**src/rtl/clock_div.sv**
```systemverilog
// Run-time programmable clock divider: one-cycle tick every DIV cycles plus a
// 50% square wave, with glitch-free divisor reload at period boundaries.
module clock_div #(
    parameter int unsigned WIDTH       = 26,
    parameter int unsigned DEFAULT_DIV = 25000000
) (
    input  logic             clk,
    input  logic             reset_n,
    input  logic             enable,
    input  logic             sync_clr,
    input  logic             div_load,
    input  logic [WIDTH-1:0] div_value,
    output logic             tick,
    output logic             square,
    output logic [WIDTH-1:0] count,
    output logic             div_pending
);

    localparam logic [WIDTH-1:0] ONE_C     = {{(WIDTH-1){1'b0}}, 1'b1};
    localparam logic [WIDTH-1:0] DEF_DIV_C = (DEFAULT_DIV == 0) ? ONE_C : WIDTH'(DEFAULT_DIV);

    function automatic logic [WIDTH-1:0] clamp_div(input logic [WIDTH-1:0] v);
        return (v == {WIDTH{1'b0}}) ? ONE_C : v;
    endfunction

    logic [WIDTH-1:0] count_q, count_d;
    logic [WIDTH-1:0] div_active_q, div_active_d;
    logic [WIDTH-1:0] div_next_q, div_next_d;
    logic             div_pending_q, div_pending_d;
    logic             tick_q, tick_d;
    logic             square_q, square_d;
    logic             tc_s;

    // div_active_q is never 0, so the subtraction cannot underflow.
    assign tc_s = enable && (count_q == (div_active_q - ONE_C));

    // Next-state logic: sync_clr beats terminal count beats normal counting.
    always_comb begin
        count_d       = count_q;
        div_active_d  = div_active_q;
        div_next_d    = div_next_q;
        div_pending_d = div_pending_q;
        tick_d        = 1'b0;
        square_d      = square_q;
        if (sync_clr || tc_s) begin
            if (sync_clr) begin
                square_d = 1'b0;
            end else begin
                tick_d   = 1'b1;
                square_d = ~square_q;
            end
            count_d       = {WIDTH{1'b0}};
            div_pending_d = 1'b0;
            if (div_load) begin
                div_active_d = clamp_div(div_value);
            end else if (div_pending_q) begin
                div_active_d = div_next_q;
            end else begin
                div_active_d = div_active_q;
            end
        end else begin
            if (enable) begin
                count_d = count_q + ONE_C;
            end else begin
                count_d = count_q;
            end
            if (div_load) begin
                div_next_d    = clamp_div(div_value);
                div_pending_d = 1'b1;
            end else begin
                div_next_d    = div_next_q;
                div_pending_d = div_pending_q;
            end
        end
    end

    // State registers with synchronous active-low reset.
    always_ff @(posedge clk) begin
        if (!reset_n) begin
            count_q       <= {WIDTH{1'b0}};
            div_active_q  <= DEF_DIV_C;
            div_next_q    <= DEF_DIV_C;
            div_pending_q <= 1'b0;
            tick_q        <= 1'b0;
            square_q      <= 1'b0;
        end else begin
            count_q       <= count_d;
            div_active_q  <= div_active_d;
            div_next_q    <= div_next_d;
            div_pending_q <= div_pending_d;
            tick_q        <= tick_d;
            square_q      <= square_d;
        end
    end

    assign tick        = tick_q;
    assign square      = square_q;
    assign count       = count_q;
    assign div_pending = div_pending_q;

endmodule
```
**config.mk**
```make
export PLATFORM = sky130hd
export DESIGN_NAME = clock_div
export DESIGN_NICKNAME = d
export VERILOG_FILES = /design/src/rtl/clock_div.sv
export SDC_FILE = /design/constraint.sdc
export NUM_CORES = 1
export LEC_CHECK = 0
export BUFFER_PORTS_ARGS = -buffer_cell sky130_fd_sc_hd__buf_4
export CAP_MARGIN = 15
export CORE_MARGIN = 1
export CORE_UTILIZATION = 46
export DETAILED_ROUTE_END_ITERATION = 8
export GPL_ROUTABILITY_DRIVEN = 0
export PLACE_DENSITY = 0.73
export SLEW_MARGIN = 40
export SYNTH_ARGS = -nofsm -noshare
export SYNTH_HDL_FRONTEND = slang
export SYNTH_SLANG_ARGS = --single-unit
export TNS_END_PERCENT = 10
```
**constraint.sdc**
```tcl
create_clock -name clk -period 7.6 [get_ports clk]
set_input_delay 2.28 -clock clk [delete_from_list [all_inputs] [get_ports clk]]
set_output_delay 2.28 -clock clk [all_outputs]
set_load 0.02 [all_outputs]
```
Word-level counts from Yosys, hierarchy flattened

Cells that the tools add are included.
W data, S select, Z words.

Bits in registers: 81
Input port bits: 31
Output and inout bits: 29

Add/sub/neg operators: 2
Equality and inequality tests: 1
Mux-type cells: 5
Bitwise operators: 3
Reductions and logical operators: 8

Operators by type and width:

| kind                    | count |
|---|---|
| $mux W26                | 3 |
| $add A26 B1 Y26 const B | 1 |
| $eq A26 B26 Y1          | 1 |
| $logic_not A26 Y1       | 1 |
| $sub A26 B1 Y26 const B | 1 |
| $reduce_and A2 Y1       | 3 |
| $not A1 Y1              | 3 |
| $mux W1                 | 2 |
| $reduce_bool A2 Y1      | 1 |
| $reduce_or A2 Y1        | 1 |
| $logic_and A1 B1 Y1     | 1 |
| $logic_or A1 B1 Y1      | 1 |

Logic depth before layout (Yosys ltp)

Gate-level depths: netlist (run 1).

Depth in word-level cells: 6
Depth in mapped cells: 13

Worst setup path after synthesis (run 1)

Ideal clock, no wire load.

Kind: input port to flip-flop
Start: in enable
End: reg div_active_q[18]
Library setup time: 0.121 ns
Data arrival time: 4.741 ns
Slack: 2.738 ns
Stages: 11
Path buffers: 4
Cells stage by stage: clkbuf_1 -> nand3_1 -> or3_1 -> nor4_1 -> nand4_1 -> or4b_1 -> buf_2 -> o31a_1 -> buf_6 -> buf_6 -> mux2_4

Cells in the longest elaborated chain, start to end: 3

RTL lines:

| element                            | line | RTL |
|---|---|---|
| from (decl)                        | 9    | `input logic enable,` |
| $logic_and A1 B1 Y1                | 35   | `assign tc_s = enable && (count_q == (div_active_q - ONE_C));` |
| $logic_or A1 B1 Y1                 | 45   | `if (sync_clr \|\| tc_s) begin` |
| $reduce_and A2 Y1 (no source line) | -    |  |
| to (signal assigned)               | 88   | `div_active_q <= div_active_d;` |
| to (decl)                          | 27   | `logic [WIDTH-1:0] div_active_q, div_active_d;` |

Every way passes these cells.
A chain may end at the register's enable or synchronous reset.

Final worst setup path (run 1)

Start: in enable
End: reg div_active_q[13]

The elaborated chain is that of the path after synthesis.

==> results of run 1 <==
## cells in the final DEF (no fill, tap or decap), types with 5 or more instances in the layout
cell and instances:
inv_1 22, clkbuf_8 10, and3_1 7, mux2i_1 33
nor3_1 5, nand2_1 87, o211ai_1 36, nand3_1 12
nor4_1 13, xor2_1 25, dfxtp_1 81, mux2_2 20
nor2b_1 5, o21ai_0 6, xnor2_1 25, and2_1 5
a21oi_1 7, and4_1 6, nand2b_1 7, buf_4 60
nand4_1 10, nor2_1 55, o211a_1 5, or3_1 5
## area by class of cell
class                      count  area, sq um  area share (%)
inverter                      22         82.6            1.55
multi-input combinational    420         2830            53.0
tap                          133          166            3.12
timing repair buffer          60          450            8.44
clock inverter                 6         50.0           0.938
clock buffer                  10          138            2.58
sequential                    81         1620            30.4
## stage by stage
stage	hold slack [ns]	utilization, %	worst slack, ns
2_1_floorplan	0.432	-	2.74
3_3_place_gp	0.439	52.3	2.19
3_5_place_dp	0.453	52.4	2.20
4_1_cts	0.465	54.3	2.57
5_1_grt	0.486	54.3	2.38
6_report	0.466	54.3	2.54
## registers in the layout, indices dropped and copies added (netlist names)
| register | cells |
|---|---|
| div_active_q | 26 |
| count | 26 |
| tick | 1 |
| div_next_q | 26 |
| div_pending | 1 |
| square | 1 |
## cells by family (layout without fill, tap and decap cells)
kind of cell	count (synthesis)	count (layout)	share of synthesized area [%]
and+or+nand+nor	239	239	25.9
DFF	81	81	34.7
AOI/OAI and AO/OA	74	74	11.8
buffers and inverters	57	98	5.21
muxes	55	55	12.5
xor gates and xnor gates	50	50	9.36
adders and majority gates	2	2	0.535
## power breakdown
part	internal (mW)	switching, mW
combinational	0.0547	0.0634
sequential	0.440	0.0166
clock	0.132	0.172
total	0.627	0.252
## layer usage
layer / vias to the layer above / GRT usage [%]
met5: - / 0
met4: 0 / 7.58
met3: 24 / 3.80
met2: 125 / 34.8
met1: 1924 / 29.8
li1: 2033 / -
## critical path, cell delays in order
cell,delay (ns)
buf_4,0.12
nand3_1,0.07
or3_1,0.37
nor4_1,0.35
nand4_1,0.14
or4b_1,0.85
o31a_1,0.53
buf_4,0.30
mux2_2,0.30
## path summary, 6_finish.rpt
path              depth (start not counted)  slack [ns]             from          endpoint
setup / recovery                          9        2.54           enable  div_active_q[13]
hold / removal                            2        0.47    div_next_q[3]     div_next_q[3]
hold reg to reg                           2        0.47    div_next_q[3]     div_next_q[3]
setup reg to reg                         11        3.07  div_active_q[0]  div_active_q[13]
==> summary.txt, run 1 <==
Placed design
  • HPWL after DPL: slightly below 8 mm
  • DP Area: 0.00514 sq mm
  • Placed Cells: between 700 and 800
  • Port Buffers: between 50 and 60

Power
  • Power Dens Cells: about 160 mW/mm^2
  • Pleak: between 2 and 2.5 nW
  • IR drop worst, VDD: approximately 0.00011 V
  • Total Power: just under 900 uW

Floorplanning
  • I/O pin count: 60
  • Area of the die: ~0.011 sq mm
  • Cell row count: 36
  • Die Y: between 100 and 150 microns
  • Die W: around 100 microns
  • Core Area: around 0.0098 sq mm
  • Effective utilization at floorplan: a little under half

CTS
  • Post-CTS Setup Bufs: 0
  • Worst skew pair latency: about 0.36 ns
  • Clock Path Buffers: 2
  • H-tree Lvls: 3
  • Clock-pin transition on the worst setup and hold timing paths: roughly 0.090 ns
  • PostCTS Resize Cnt: 0
  • TritonCTS clock tree: built
  • CTS buffer count: 9
  • Clk sinks: 81
  • # hold bufs at CTS: 0
  • Clock Tree Root: clkbuf_8

Detailed routing
  • Drt drc: 0
  • Drt first pass iters: 5
  • Final WL: ~11 mm
  • Met2 wire length: ~5.0 mm
  • Number of routed nets with antenna violations: 0
  • Top sig layer: met4
  • Routed wl met3: about 490 microns
  • Drt initial violations: about 120
  • Vias/cell: about 5.6
  • Metal-1 WL: 5.19 mm
  • Vias: a little over 4000
  • Drt wl/cell: between 10 and 15 microns

Synth
  • Cells after synthesis: 558
  • Synthesis Warnings: 0
  • Most used flip-flop cell after synthesis: dfxtp_1
  • Number of flops mapped to enable cells by yosys: 0
  • Leading area contributor after synthesis: dfxtp_1
  • Most common library cells after synthesis: nand2_1 (87), dfxtp_1 (81), nor2_1 (55)
  • Top cells by area, synth: dfxtp_1 (35%), mux2i_1 (7.1%), nand2_1 (7.0%)
  • Post-synth top area share: 34.7%
  • Async SR Flop Fraction: 0%
  • Seq/Total Area, Yosys: around 35%
  • Syn Std Cell Area: ~0.0047 sq mm
  • Syn_area_per_cell: ~8.4 sq um
  • Cell variety after synth: 57
  • Most instantiated library cell after synthesis: nand2_1
  • Flops & latches, synth: 81
  • Mapped Nets: between 500 and 600

Layout
  • Fin nets: 627
  • Layout cell share with drive strength beyond 1: roughly 18%
  • Post-Layout Cell Count: 732
  • Synth-to-Final Area Change: 14.0%
  • Final Instance Area: 0.00533 sq mm
  • # fillers: between 900 and 1000
  • Ant. Diodes: 0

Run status
  • Status: finished, final reports clean

Setup path
  • Arr. time, crit path: 5.32 ns
  • Worst Setup End Kind: register
  • Startpoint class of the critical path: input pin
  • Maximum fanout along the worst path: 18
  • CP required: just under 8 ns
  • Crit path kind: input pin to register

GRT
  • Initial antenna violation count: 0
  • Largest net degree at the start of global routing: 89
  • Vias in the first global route: ~3800
  • Total gr overflow: 0
  • First-pass GRT wire length: about 18 mm
  • GR Util All Layers: between 20 and 25%

Timing
  • Crit path time final: 5.06 ns
  • Tcrit/Tclk final: between 60% and 70%
  • Final setup vio count: 0
  • RSZ-0062 raised after global routing: false
  • Fmax: a little under 200 MHz
  • Max Slew Vio Count: 0
  • Setup_tns: 0 ns
  • Clk_skew: between 0.009 and 0.01 ns
  • Worst slew pin tran: between 0.8 and 0.9 ns
  • Final hold viol count: 0
  • Max_slew headroom: between 40% and 50%

Hold path
  • Worst hold path type: register to register

Job
  • Max cap viols: 0
No activity file was read; power rests on OpenSTA's default activity.
==> run 2: changes to the inputs <==
==> constraint.sdc (replaced) <==
create_clock -name clk -period 4.75 [get_ports clk]
set_input_delay 1.425 -clock clk [delete_from_list [all_inputs] [get_ports clk]]
set_output_delay 1.425 -clock clk [all_outputs]
set_load 0.02 [all_outputs]
==> run 2 against run 1 <==
Total power rose by 59%. Sequential share of layout area fell by 0.25 points. Non-clock buffer count rose by 8. Clock skew rose by 0.0028 ns. Die area did not move. First-iteration DRC count rose by 59%. Routed wire length fell by 0.94%. Global-route usage fell by 0.22 points. Critical path depth rose by 4. Clock-buffer cell count did not move. Utilization rose by 0.45 points. Sequential power rose by 60%.
==> summary.txt, run 2 (synthesized netlist as in run 1, its figures left out) <==
Run status
  • Status: finished, final reports clean (unchanged)

Layout
  • Fin nets: 635 (was 627)
  • # fillers: 918 (was 919)
  • Layout cell share with drive strength beyond 1: 18.6% (was 17.9%)
  • Final Instance Area: 0.00538 sq mm (was 0.00533 sq mm)
  • Most frequent cells in the layout: nand2_1 (87), dfxtp_1 (81), buf_4 (67) (was nand2_1 (87), dfxtp_1 (81), buf_4 (60))
  • Ant. Diodes: 0 (unchanged)
  • Synth-to-Final Area Change: 14.9% (was 14.0%)
  • Most common cell after layout, fill and taps aside: nand2_1 (unchanged)
  • Post-Layout Cell Count: 740 (was 732)

CTS
  • H-tree Lvls: 3 (unchanged)
  • Clock Path Buffers: 2 (unchanged)
  • Worst skew pair latency: 0.35 ns (was 0.36 ns)
  • Post-CTS Setup Bufs: 0 (unchanged)
  • Clock-pin transition on the worst setup and hold timing paths: 0.09 ns (about the same)
  • Clk sinks: 81 (unchanged)
  • TritonCTS clock tree: built (unchanged)
  • Clock Tree Root: clkbuf_8 (unchanged)
  • PostCTS Resize Cnt: 0 (unchanged)
  • CTS buffer count: 9 (unchanged)
  • # hold bufs at CTS: 0 (unchanged)

Power
  • Int Pwr: 992 uW (was 627 uW)
  • IR drop worst, VDD: 0.000167 V (was 0.000113 V)
  • Clock Power Share: 33.7% (was 34.6%)
  • Sequential Power Share: 52.2% (was 52.0%)
  • Comb power frac: 14.0% (was 13.4%)
  • Sw power: 407 uW (was 252 uW)
  • Sw Ratio: 29.1% (was 28.7%)
  • Pleak: 2.17 nW (was 2.14 nW)
  • Total Power: 1.40 mW (was 879 uW)
  • Power Dens Cells: 260 mW/mm^2 (was 165 mW/mm^2)

GRT
  • Initial antenna violation count: 0 (unchanged)
  • First-pass GRT wire length: 18.1 mm (was 18.2 mm)
  • Total gr overflow: 0 (unchanged)
  • GR Util All Layers: 21.6% (was 21.8%)
  • Largest net degree at the start of global routing: 88 (was 89)
  • Vias in the first global route: 3766 (was 3829)

Setup path
  • Crit path kind: register to register (was input pin to register)
  • Worst Setup End Kind: register (unchanged)
  • Worst R2R Path Depth: 13 (was 11)
  • CP required: 5.04 ns (was 7.85 ns)
  • CP peak stage delay: 0.54 ns (was 0.85 ns)
  • Crit path buf inv count: 4 (was 2)
  • R2R Path End: div_next_q[2] (was div_active_q[13])
  • CP cell instances: inv_1, ha_1, nor4b_1, buf_4, and4_1, nand4b_1, and4_1, a311o_1, o21bai_2, buf_4, o21a_1, buf_4, mux2i_1 (was buf_4, nand3_1, or3_1, nor4_1, nand4_1, or4b_1, o31a_1, buf_4, mux2_2)
  • Register-to-register setup slack: 0.90 ns (was 3.07 ns)
  • Slowest CP cell: o21a_1 (was or4b_1)
  • Maximum fanout along the worst path: 16 (was 18)
  • RR Startpoint: div_active_q[0] (unchanged)
  • Arr. time, crit path: 4.13 ns (was 5.32 ns)
  • Most used cell, CP: buf_4 (unchanged)
  • CP top delay family: simple AND/OR/NAND/NOR gates (unchanged)
  • Startpoint class of the critical path: register (was input pin)

Timing
  • Crit path time final: a little under 4 ns
  • Max_slew headroom: 59.2% (was 45.2%)
  • Hold Slack: 0.462 ns (was 0.466 ns)
  • Max Slew Vio Count: 0 (unchanged)
  • Final hold viol count: 0 (unchanged)
  • Setup_tns: 0 ns (unchanged)
  • Clk_skew: 0.0127 ns (was 0.00986 ns)
  • Fmax: between 200 and 300 MHz
  • Final setup vio count: 0 (unchanged)
  • RSZ-0062 raised after global routing: false (unchanged)
  • Tcrit/Tclk final: between 80 and 90%
  • Worst slew pin tran: 0.608 ns (was 0.821 ns)

Placed design
  • Placed Cells: 724 (was 716)
  • HPWL after DPL: 7.70 mm (was 7.81 mm)
  • Port Buffers: 59 (unchanged)
  • DP Area: 0.00520 sq mm (was 0.00514 sq mm)

Hold path
  • Worst hold path type: register to register (unchanged)
  • Worst hold endpoint: div_next_q[15] (was div_next_q[3])
  • Worst Hold Depth: 2 (unchanged)
  • Worst Hold Launch: div_next_q[15] (was div_next_q[3])

Detailed routing
  • Number of routed nets with antenna violations: 0 (unchanged)
  • Drt drc: 0 (unchanged)
  • Final WL: 10.8 mm (was 10.9 mm)
  • Drt initial violations: 197 (was 124)
  • Drt wl/cell: 14.6 microns (was 14.9 microns)
  • Vias/cell: 5.49 (was 5.61)
  • Vias: 4064 (was 4106)
  • Drt first pass iters: 4 (was 5)

Floorplanning
  • Cell row count: 36 (unchanged)
  • Die W: 103 microns (unchanged)
  • Die Y: 103 microns (unchanged)
  • Core Area: 0.00982 sq mm (unchanged)
  • Effective utilization at floorplan: 47.7% (unchanged)
  • Area of the die: 0.0106 sq mm (unchanged)
  • I/O pin count: 60 (unchanged)

Job
  • Max cap viols: 0 (unchanged)
[run 2: tightest hold or removal path, delay by kind of cell, from the launching register on]
family / cells / cell delay, ns
flops: 1 / 0.32
simple gates: 1 / 0.05
mux: 1 / 0.05
[run 2: area by class of cell]
type	instances	area [sq um]	area share, %
repair buffers	68	514	9.56
clock buffers	10	128	2.37
inverters	22	82.6	1.54
flip-flops and latches	81	1620	30.2
well taps	133	166	3.09
clock inverters	6	50.0	0.931
multi-input cells	420	2820	52.3
[run 2: per-layer routing]
| layer | global-route usage [%] | part of all wire (%) | up-vias |
|---|---|---|---|
| li1 | - | - | 2057 |
| met3 | 2.58 | 4.9 | 17 |
| met2 | 33.0 | 44 | 114 |
| met1 | 31.4 | 50 | 1876 |
| met4 | 7.37 | 1.7 | 0 |
| met5 | 0 | 0 | - |
[run 2: power groups by stage]
stage               Clock, mW  Combinational, mW  Sequential [mW]
floorplan                   0              0.140            0.737
global placement            0              0.188            0.744
detailed placement          0              0.193            0.747
CTS                     0.480              0.195            0.731
global route            0.512              0.215            0.735
finish                  0.472              0.196            0.731
[run 2: worst max path at each step]
| stage | startpoint | endpoint | slack [ns] | cells past startpoint |
|---|---|---|---|---|
| finish | div_active_q[0] | div_next_q[2] | 0.90 | 13 |
| global route | div_active_q[0] | div_next_q[2] | 0.59 | 13 |
| CTS | div_active_q[0] | div_next_q[2] | 0.91 | 13 |
| detailed placement | enable | div_next_q[2] | 0.54 | 10 |
| global placement | enable | div_active_q[1] | 0.54 | 9 |
| floorplan | enable | div_active_q[18] | 0.74 | 11 |
[run 2: per-stage QoR]
step	util [%]	setup WS [ns]
after floorplan	-	0.743
after global placement	52.9	0.541
after detailed placement	52.9	0.543
after CTS	54.7	0.909
after global routing	54.8	0.591
final	54.8	0.903
